===== src/rtl/sensor_conditioner.sv =====
// Loop-detector conditioner: synchronizes the raw loop level, debounces arrival and
// departure, extends presence with a hold-over, flags a stuck loop and counts arrivals.
module sensor_conditioner #(
   parameter int unsigned DEBOUNCE_CYCLES = 500000,
   parameter int unsigned HOLD_CYCLES     = 100000000,
   parameter int unsigned STUCK_CYCLES    = 1500000000
) (
   input  logic       clk,
   input  logic       clear,
   input  logic       raw_loop,
   input  logic       count_clr,
   output logic       sensor,
   output logic       fault,
   output logic [7:0] vehicle_count
);

   typedef enum logic [2:0] {
      IDLE     = 3'd0,
      QUAL_ON  = 3'd1,
      PRESENT  = 3'd2,
      QUAL_OFF = 3'd3,
      HOLD     = 3'd4,
      FAULT    = 3'd5
   } state_t;

   localparam logic [31:0] DEB_LAST   = 32'(DEBOUNCE_CYCLES - 1);
   localparam logic [31:0] HOLD_LAST  = 32'(HOLD_CYCLES - 1);
   localparam logic [31:0] STUCK_LAST = 32'(STUCK_CYCLES - 1);

   state_t      state_q, state_d;
   logic [31:0] cnt_q, cnt_d;
   logic        sync_meta_q, sync_in_q;
   logic        sensor_q, sensor_d;
   logic        fault_q, fault_d;
   logic [7:0]  count_q, count_d;
   logic        arrive;

   always_ff @(posedge clk or posedge clear) begin
      if (clear) begin
         sync_meta_q <= 1'b0;
         sync_in_q   <= 1'b0;
      end else begin
         sync_meta_q <= raw_loop;
         sync_in_q   <= sync_meta_q;
      end
   end

   always_comb begin
      state_d = state_q;
      cnt_d   = cnt_q + 32'd1;
      arrive  = 1'b0;
      case (state_q)
         IDLE: begin
            if (sync_in_q) state_d = QUAL_ON;
         end
         QUAL_ON: begin
            if (!sync_in_q) state_d = IDLE;
            else if (cnt_q == DEB_LAST) begin
               state_d = PRESENT;
               arrive  = 1'b1;
            end
         end
         PRESENT: begin
            if (!sync_in_q) state_d = QUAL_OFF;
            else if (cnt_q == STUCK_LAST) state_d = FAULT;
         end
         QUAL_OFF: begin
            if (sync_in_q) state_d = PRESENT;
            else if (cnt_q == DEB_LAST) state_d = HOLD;
         end
         HOLD: begin
            // Re-occupation during hold-over is the same platoon, so no new arrival.
            if (sync_in_q) state_d = PRESENT;
            else if (cnt_q == HOLD_LAST) state_d = IDLE;
         end
         FAULT: begin
            if (sync_in_q) cnt_d = 32'd0;
            else if (cnt_q == DEB_LAST) state_d = IDLE;
         end
         default: state_d = IDLE;
      endcase
      if (state_d != state_q) cnt_d = 32'd0;

      sensor_d = (state_d == PRESENT) || (state_d == QUAL_OFF) ||
                 (state_d == HOLD) || (state_d == FAULT);
      fault_d  = (state_d == FAULT);

      count_d = count_q;
      if (arrive && (count_q != 8'd255)) count_d = count_q + 8'd1;
      if (count_clr) count_d = 8'd0;
   end

   always_ff @(posedge clk or posedge clear) begin
      if (clear) begin
         state_q  <= IDLE;
         cnt_q    <= 32'd0;
         sensor_q <= 1'b0;
         fault_q  <= 1'b0;
         count_q  <= 8'd0;
      end else begin
         state_q  <= state_d;
         cnt_q    <= cnt_d;
         sensor_q <= sensor_d;
         fault_q  <= fault_d;
         count_q  <= count_d;
      end
   end

   assign sensor        = sensor_q;
   assign fault         = fault_q;
   assign vehicle_count = count_q;

endmodule


===== config.mk =====
export PLATFORM = sky130hd
export DESIGN_NAME = sensor_conditioner
export DESIGN_NICKNAME = d
export VERILOG_FILES = /design/src/rtl/sensor_conditioner.sv
export SDC_FILE = /design/constraint.sdc
export NUM_CORES = 1
export LEC_CHECK = 0
export BUFFER_PORTS_ARGS = -buffer_cell sky130_fd_sc_hd__buf_4
export CAP_MARGIN = 20
export CORE_AREA = 2 2 68 70
export CTS_BUF_LIST = sky130_fd_sc_hd__clkbuf_8
export DETAILED_ROUTE_END_ITERATION = 6
export DIE_AREA = 0 0 70 72
export GPL_TIMING_DRIVEN = 1
export HOLD_SLACK_MARGIN = 0.02
export PLACE_DENSITY = 0.84
export REMOVE_ABC_BUFFERS = 1
export SLEW_MARGIN = 20
export SYNTH_ARGS = -nofsm -noshare
export SYNTH_HDL_FRONTEND = slang
export SYNTH_SLANG_ARGS = --single-unit
export TNS_END_PERCENT = 50

===== constraint.sdc =====
create_clock -name clk -period 3.2 [get_ports clk]
set_clock_uncertainty 0.05 [all_clocks]
set_input_delay 0 -clock clk [delete_from_list [all_inputs] [get_ports clk]]
set_output_delay 0 -clock clk [all_outputs]
set_load 0.05 [all_outputs]

==> results of run 1 <==
[per-stage QoR]
stage	hold WS (ns)	setup WS (ns)	area, sq um
5_1_grt	0.321	0.449	2800
3_3_place_gp	0.0621	0.710	2640
3_5_place_dp	0.0632	0.654	2640
6_report	0.305	0.643	2800
2_1_floorplan	-0.0186	0.646	2470
4_1_cts	0.303	0.638	2800
[cells by family after synthesis]
family / count (synthesis)
simple gates: 148
flops: 47
xor+xnor: 37
compound gates: 15
buf+inv: 13
mux: 2
fa+ha+maj: 2
[critical path, stage by stage, from the launching register on]
cell and delay, ns:
dfrtp_1 0.48, nor4b_1 0.38, nand3_1 0.22, or4_4 0.58, a221oi_4 0.30, o21bai_4 0.30, nor2_1 0.12
[final cells by class]
class,count,area [sq um],area share (%)
Tap cell,52,65.1,2.32
Multi-Input combinational cell,204,1280,45.6
Timing Repair Buffer,17,135,4.82
Clock inverter,3,67.6,2.41
Sequential cell,47,1180,41.9
Clock buffer,5,68.8,2.45
Inverter,3,12.5,0.446
[cell usage in the layout (no fill, tap or decap), types with 6 or more instances in the layout]
cell      n
xnor2_1  17
nor4_1    9
nor3_1    6
nand3_1  12
nor2_1   46
and3_1    6
dfrtp_1  47
nand4_1  12
xor2_1   20
nand2_1  24
buf_4    14
[flip-flops by register name, indices dropped and copies added, names as in the netlist]
register	count
vehicle_count	8
sync_in_q	1
cnt_q	32
state_q	3
sensor	1
fault	1
sync_meta_q	1
[what timing repair did]
item	4_1_cts	5_1_grt
hold buffers	3	0
hold endpoints to repair	56	0
endpoints found under the setup margin	0	0
buffers inserted	0	0
[per-layer routing]
| metal | track usage (%) | up-vias | wire, microns |
|---|---|---|---|
| met3 | 4.17 | 8 | 193 |
| met2 | 36.4 | 42 | 2440 |
| li1 | - | 951 | - |
| met4 | 7.05 | 0 | 78 |
| met1 | 29.2 | 960 | 2290 |
| met5 | 0 | - | 0 |
[power by group]
group          switching, mW  internal [mW]
Combinational         0.0298         0.0156
Clock                  0.198          0.311
Sequential           0.00705          0.599
[final timing paths]
check	startpoint	endpoint	slack, ns	depth (start not counted)
max in group asynchronous	clear	cnt_q[29]	2.32	3
worst max-delay path	cnt_q[8]	cnt_q[7]	0.64	6
min in group asynchronous	clear	cnt_q[2]	0.32	3
worst max register to register	cnt_q[8]	cnt_q[7]	0.64	6
worst min-delay path	raw_loop	sync_meta_q	0.30	2
worst min register to register	sync_meta_q	sync_in_q	0.32	0
[synth_stat cells (4+ instances only)]
| cell type | instances |
|---|---|
| clkbuf_1 | 7 |
| nor3_1 | 6 |
| and3_1 | 6 |
| nor2_1 | 46 |
| nand3_1 | 12 |
| nor2b_1 | 4 |
| nand4_1 | 12 |
| nand2b_1 | 5 |
| and4_1 | 5 |
| nand2_1 | 24 |
| xnor2_1 | 17 |
| nor4_1 | 9 |
| dfrtp_1 | 47 |
| xor2_1 | 20 |
| o21ai_0 | 4 |
==> results_dict.tcl, run 1 <==
set metrics [dict create \
    status "completed" \
    pwr_density_cell_nw_per_um2 414 \
    fin_util_pct 65.8 \
    place_congestion 0.808 \
    synth_compound_area_share_pct 5.28 \
    syn-cell-area_sq_um 2510 \
    ys_seq_area_share_pct 46.8 \
    synth_enable_flop_cells 0 \
    yosysWarnings 0 \
    cts.clk_slew.worst_paths_ns 0.08 \
    pin_count 14 \
    dpl.cell_count 320 \
    slew_violations 0 \
    synth_ff_type "dfrtp_1" \
    antenna_found_initial 0 \
    synth-simple-area-share_pct 30.9 \
    worst_pin_slew_ns 0.814 \
    hold_viol 0 \
    yosysTopAreaCellShare_pct 46.8 \
    grt_util_all_layers_pct 21.8 \
    synthMuxAreaShare_pct 0.797 \
    p_leak_nw 1.18 \
    wire_per_inst_microns 15.1 \
    netlist_instances 264 \
    ys_top_cells_by_area "dfrtp_1, xor2_1, nor2_1, xnor2_1, nand2_1" \
    dieArea_sq_um 5040 \
    critPathMaxFanout 17 \
    drt_first_iter_violations 183 \
    grt_setup_unrepaired "false" \
    first_global_vias 1897 \
    drt-total-wl_microns 5010 \
    numCtsBuffers 5 \
    dpl.hpwl_microns 3520 \
    max_cap_violations 0 \
    power_mw 1.16 \
    vias 1961 \
    fin_nets 284 \
    setup_viol 0 \
    synth_xor_area_share_pct 12.9 \
    avgSynthCellArea_sq_um 9.52 \
    ctsResizeCount 0 \
    cts_htree_levels 2 \
    drive_gt1_share_pct 10.0 \
    finalSetupTns_ns 0 \
    grt_pass1_wl_microns 8720 \
    row_count 24 \
    syn2layout_area_growth_pct 11.6 \
    hold_class "input port to flip-flop" \
    critPathRequiredTime_ns 3.32 \
    slew-limit-headroom_pct 45.3 \
    overflow 0 \
    die_y_microns 72 \
    async_reset_ff_share_pct 100 \
    clock.fmax_mhz 391 \
    ant_nets 0 \
    synth_top_family_by_area "simple AND/OR/NAND/NOR gates" \
    initial_core_util_pct 58.9 \
    clock_sinks 47 \
    chipWidth_microns 70 \
    first_pass_iters 4 \
    fin_crit_ns 2.56 \
    drt-vias-per-instance 5.92 \
    cts_tree "yes" \
    core_area_sq_um 4260 \
    fin_crit_sh_pct 79.9 \
    worstPathArrival_ns 2.68 \
    clock_path_buffers 2 \
    clock-root-buffer "clkbuf_8" \
    synth_cell_types 41 \
    io_buffers 13 \
    finalNonFillerCells 331 \
    clock_latency_ns 0.30 \
    ir_drop_v 0.000233 \
    synthAdderAreaFrac_pct 0.996 \
    worstSetupPathType "flip-flop to flip-flop" \
    cp-start-kind "flip-flop" \
    synth_seq_cells 47 \
    cp-end-kind "flip-flop" \
    drcViolationCount 0 \
    fill_cells 351 \
    yosys.area.top_type "dfrtp_1" \
    grt_max_degree 48 \
    diodes 0 \
]
Power figures use the tool's default switching activity.
==> inputs of run 2 (changes only) <==
Settings changed: ABC_AREA set to 1, CORE_AREA 2 2 68 70 to 2 2 79 81, DIE_AREA 0 0 70 72 to 0 0 81 83, PLACE_DENSITY 0.84 to 0.83.
Clock period 3.2 ns to 2.7 ns, I/O delays scaled along.
==> results_dict.tcl, run 2 <==
set metrics [dict create \
    status "completed" \
    r2r_cells 15 \
    drt-total-wl_microns 7410 \
    synth_enable_flop_cells 0 \
    cts_tree "yes" \
    r2r_setup_slack_ns 0.33 \
    worst_path_most_repeated_cell "nand2_1" \
    fin_nets 504 \
    cp-end-kind "flip-flop" \
    grt_setup_unrepaired "false" \
    largest_register_ffs 32 \
    grt_max_degree 48 \
    io_buffers 13 \
    yosys.area.top_type "dfrtp_1" \
    place_ws_ns 0.372 \
    max_cap_violations 0 \
    worstSetupPathType "flip-flop to flip-flop" \
    clock-root-buffer "clkbuf_8" \
    syn-cell-area_sq_um 3420 \
    grt_util_all_layers_pct 23.3 \
    dieArea_sq_um 6720 \
    ys_seq_area_share_pct 34.4 \
    slowest_stage "dfrtp_1" \
    first_global_vias 2873 \
    slew_violations 0 \
    overflow 0 \
    cts_setup_buffers 0 \
    netlist_instances 480 \
    drt_first_iter_violations 217 \
    yosysMostFrequentCell "nand2_1" \
    crit_family "simple AND/OR/NAND/NOR gates" \
    pin_count 14 \
    syn2layout_area_growth_pct 8.53 \
    pwr_density_cell_nw_per_um2 383 \
    ir_drop_v 0.000333 \
    dpl.hpwl_microns 5510 \
    yosysWarnings 0 \
    hold_class "input port to flip-flop" \
    clock_latency_ns 0.31 \
    grt_pass1_wl_microns 12600 \
    finalSetupTns_ns 0 \
    numCtsBuffers 5 \
    worst_pin_slew_ns 0.784 \
    setup_viol 0 \
    p_leak_nw 1.69 \
    wire_per_inst_microns 12.9 \
    max_flop_register "cnt_q" \
    critPathRequiredTime_ns 2.84 \
    drt-vias-per-instance 5.31 \
    drcViolationCount 0 \
    cts.clk_slew.worst_paths_ns 0.10 \
    synth_cell_types 30 \
    async_reset_ff_share_pct 100 \
    fin_crit_sh_pct 87.8 \
    fin_crit_ns 2.37 \
    vias 3048 \
    cp_num_buf_inv 1 \
    die_y_microns 83 \
    yosysTopAreaCellShare_pct 34.4 \
    hp-start "raw_loop" \
    final_common_cell "nand2_1" \
    diodes 0 \
    path_cells "ha_1 > nand2_1 > nor2_8 > nand2_2 > nor2_1 > nand2_1 > nand2_1 > nand2_1 > nand2_1 > nand3_1 > nand2_1 > o21ai_0 > nand3_4 > buf_12 > nor2_1" \
    regToRegEndpoint "cnt_q[31]" \
    worstPathArrival_ns 2.51 \
    final_cell_mix "nand2_1, nor2_1, nand3_1" \
    first_pass_iters 6 \
    reg2reg_from "cnt_q[0]" \
    core_area_sq_um 5820 \
    antenna_found_initial 0 \
    cts_htree_levels 2 \
    drive_gt1_share_pct 20.2 \
    hold_viol 0 \
    slowest_delay_ns 0.39 \
    cp-startpoint "cnt_q[0]" \
    ys_top_cells_by_area "dfrtp_1, nand2_1, nor2_4, nand3_1, nor2_1" \
    cp-start-kind "flip-flop" \
    setup_ws_ns 0.330 \
    place_congestion 0.911 \
    row_count 28 \
    initial_core_util_pct 58.8 \
    ant_nets 0 \
    synth_ff_type "dfrtp_1" \
    hold_path_depth 2 \
    critPathMaxFanout 32 \
    clock_sinks 47 \
    chipWidth_microns 81 \
    clock_path_buffers 2 \
    avgSynthCellArea_sq_um 7.12 \
    hold_end "sync_meta_q" \
    slew-limit-headroom_pct 47.7 \
    synth_commonest_cells "nand2_1, nor2_1, nand3_1, inv_1, dfrtp_1" \
    synth_seq_cells 47 \
    clock.fmax_mhz 422 \
]
-- run 2: cell types whose count changed after synthesis, sizes merged, moves of 6 or more --
cell / change
and3: -6
inv: +66
nand2: +111
nand3: +43
nor2: +52
nor3: +9
nor4: -8
o21ai: +11
xnor2: -16
xor2: -17
-- run 2: where the power goes --
part	total [mW]	switching (mW)	internal, mW	leakage (nW)
combinational	0.150	0.109	0.0414	0.982
clock	0.544	0.263	0.281	0.0587
sequential	0.729	0.0128	0.716	0.648
total	1.42	0.384	1.04	1.69
-- run 2: worst max-delay path by stage --
| stage | end | slack, ns | cells after the start |
|---|---|---|---|
| finish | cnt_q[31] | 0.33 | 15 |
| global route | cnt_q[31] | 0.07 | 15 |
| CTS | cnt_q[31] | 0.35 | 15 |
| detailed placement | cnt_q[31] | 0.37 | 15 |
| global placement | cnt_q[20] | 0.46 | 11 |
| floorplan | cnt_q[0] | 0.002 | 11 |
-- run 2: logic make-up (layout without fill, tap and decap cells) --
| logic type | Yosys count | in the layout | synth area share [%] |
|---|---|---|---|
| AO/OA/AOI/OAI | 27 | 27 | 4.46 |
| XOR/XNOR | 4 | 4 | 1.02 |
| adder cells (fa/ha/maj) | 2 | 2 | 0.732 |
| buffers and inverters | 77 | 96 | 9.92 |
| flip-flops | 47 | 47 | 34.4 |
| AND/OR/NAND/NOR | 323 | 323 | 49.5 |
-- run 2: worst register-to-register path: stages, from the launching register on --
cell	delay [ns]
dfrtp_1	0.39
ha_1	0.17
nand2_1	0.14
nor2_8	0.15
nand2_2	0.11
nor2_1	0.12
nand2_1	0.06
nand2_1	0.07
nand2_1	0.05
nand2_1	0.05
nand3_1	0.07
nand2_1	0.08
o21ai_0	0.17
nand3_4	0.11
buf_12	0.32
nor2_1	0.12
-- run 2: layer usage --
metal	track usage, %	routed length (microns)	vias up	share of wire (%)
met5	0	0	-	0
met1	31.7	3460	1403	47
li1	-	-	1546	-
met2	38.2	3450	86	47
met3	3.80	383	13	5.2
met4	6.32	113	0	1.5
-- run 2: timing repair --
action	in CTS	in global routing
endpoints found under the hold margin	56	0
hold buffers	3	0
resized for setup	0	0
-- run 2: final cells by class --
| cell class | count | area (sq um) |
|---|---|---|
| tap | 75 | 93.8 |
| fill | 523 | 2100 |
| inverter | 70 | 265 |
| sequential | 47 | 1180 |
| clock inverter | 3 | 47.5 |
| clock buffer | 5 | 68.8 |
| timing repair buffer | 18 | 155 |
| multi-input combinational | 356 | 1900 |
-- run 2: per-stage QoR --
| stage | power (mW) | instance area [sq um] | utilization, % | instances | hold slack, ns |
|---|---|---|---|---|---|
| after floorplan | 0.852 | 3340 | - | 473 | -0.0186 |
| after global routing | 1.49 | 3710 | 63.8 | 574 | 0.290 |
| after detailed placement | 0.891 | 3560 | 61.3 | 563 | 0.0611 |
| after global placement | 0.885 | 3560 | 61.3 | 563 | 0.0604 |
| final | 1.42 | 3710 | 63.8 | 574 | 0.277 |
| after CTS | 1.43 | 3710 | 63.8 | 574 | 0.274 |
==> inputs of run 3 (changes only) <==
Clock period 2.7 ns to 2.3 ns, I/O delays scaled along.
==> results_dict.tcl, run 3 (synthesized netlist as in run 2, its figures left out) <==
set metrics [dict create \
    cts_htree_levels 2 \
    wl_met3_microns 557 \
    setup_viol 0 \
    slew-limit-headroom_pct 46.3 \
    slew_violations 0 \
    worst_pin_slew_ns 0.805 \
    path_cells "buf_4 > nand3_1 > nor2_1 > inv_2 > nor4_1 > nand4_1 > buf_4 > o21ai_0 > nand3_1 > nor2_4" \
    grt_util_all_layers_pct 24.9 \
    max_cap_violations 0 \
    cp-end-kind "flip-flop" \
    clock-root-buffer "clkbuf_8" \
    initial_core_util_pct 58.8 \
    dieArea_sq_um 6720 \
    core_area_sq_um 5820 \
    ir_drop_v 0.000326 \
    clock.fmax_mhz 445 \
    wire_per_inst_microns 14.3 \
    first_pass_iters 5 \
    largest_register_ffs 32 \
    place_ws_ns 0.0803 \
    worstPathArrival_ns 2.44 \
    chipWidth_microns 81 \
    hold_viol 0 \
    first_global_vias 2950 \
    fin_crit_sh_pct 97.8 \
    row_count 28 \
    die_y_microns 83 \
    max_flop_register "cnt_q" \
    overflow 0 \
    pwr_density_cell_nw_per_um2 428 \
    diodes 0 \
    p_leak_nw 1.91 \
    wl_met2_microns 4100 \
    worstSetupPathType "flip-flop to flip-flop" \
    drt_first_iter_violations 321 \
    critPathRequiredTime_ns 2.49 \
    cts.clk_slew.worst_paths_ns 0.09 \
    setup_ws_ns 0.0511 \
    numCtsBuffers 5 \
    slowest_stage "dfrtp_1" \
    grt_max_degree 48 \
    r2r_setup_slack_ns 0.05 \
    clock_path_buffers 2 \
    io_buffers 13 \
    power_mw 1.72 \
    cts_tree "yes" \
    place_congestion 0.952 \
    drt-total-wl_microns 8570 \
    critPathMaxFanout 5 \
    antenna_found_initial 0 \
    fill_cells 477 \
    grt_pass1_wl_microns 13400 \
    fin_crit_ns 2.25 \
    pin_count 14 \
    drive_gt1_share_pct 27.9 \
    final_common_cell "nand2_1" \
    dpl.hpwl_microns 5800 \
    vias 3333 \
    hold_class "input port to flip-flop" \
    drt-vias-per-instance 5.55 \
    clock_sinks 47 \
    final_cell_mix "nand2_1, nand3_1, nor2_1" \
    status "completed" \
    syn2layout_area_growth_pct 17.7 \
    slowest_delay_ns 0.37 \
    clock_latency_ns 0.31 \
    top_layer "met4" \
    cp-start-kind "flip-flop" \
    grt_setup_unrepaired "true" \
    drcViolationCount 0 \
    met1Wirelength_microns 3750 \
    fin_nets 531 \
    ant_nets 0 \
]
-- run 3: cell types whose count changed in the layout (fill, tap and decap cells not counted), moves of 2 or more --
cell	change
dfrtp_1	-4
nor2_2	+7
nand2_1	-4
buf_12	+3
inv_1	-2
inv_2	+2
buf_4	+23
dfrtp_2	+4
nand2_4	+3
nor2_1	-7
-- run 3: repair_timing --
item                                    CTS  global route
hold buffers                              3             0
endpoints found under the setup margin    0            32
setup buffers                             0            18
hold endpoints to repair                 56             0
resized for setup                         0            24
-- run 3: stage by stage --
step                      hold WS [ns]  area (sq um)  std cells  utilization (%)  setup TNS (ns)
final                            0.290          4030        601             69.2               0
after global routing             0.299          4030        601             69.2           -2.94
after CTS                        0.276          3800        582             65.4               0
after detailed placement        0.0613          3660        571             63.0               0
after global placement          0.0598          3660        571             63.0               0
after floorplan                -0.0186          3340        473                -          -12.18
-- run 3: area by class of cell --
class | count | area, sq um | area share (%)
inverter | 70 | 265 | 6.59
clock inverter | 3 | 43.8 | 1.09
tap | 75 | 93.8 | 2.33
clock buffer | 5 | 68.8 | 1.71
sequential | 47 | 1180 | 29.3
multi-input combinational | 356 | 1960 | 48.7
timing repair buffer | 45 | 413 | 10.3
-- run 3: worst max-delay path: cells and delay by family, from the launching register on --
| family | cells | cell delay, ns |
|---|---|---|
| AO/OA/AOI/OAI | 1 | 0.14 |
| flip-flops | 1 | 0.37 |
| AND/OR/NAND/NOR | 6 | 1.18 |
| buffers and inverters | 3 | 0.44 |
-- run 3: report_power, final --
part           total (mW)  switching [mW]  internal, mW
clock               0.617           0.293         0.324
combinational       0.248           0.146         0.102
sequential          0.856          0.0158         0.840
-- run 3: path summary, 6_finish.rpt --
path,cells past startpoint,end,start
min in group asynchronous,3,cnt_q[18],clear
max reg2reg,10,cnt_q[21],cnt_q[0]
max,10,cnt_q[21],cnt_q[0]
max in group asynchronous,3,cnt_q[9],clear
min reg2reg,0,sync_in_q,sync_meta_q
min,2,sync_meta_q,raw_loop
-- run 3: per-layer routing --
metal  track usage, %  vias to the layer above
li1                 -                     1609
met1             35.3                     1549
met2             40.0                      156
met3             2.72                       19
met4             7.09                        0
met5                0                        -
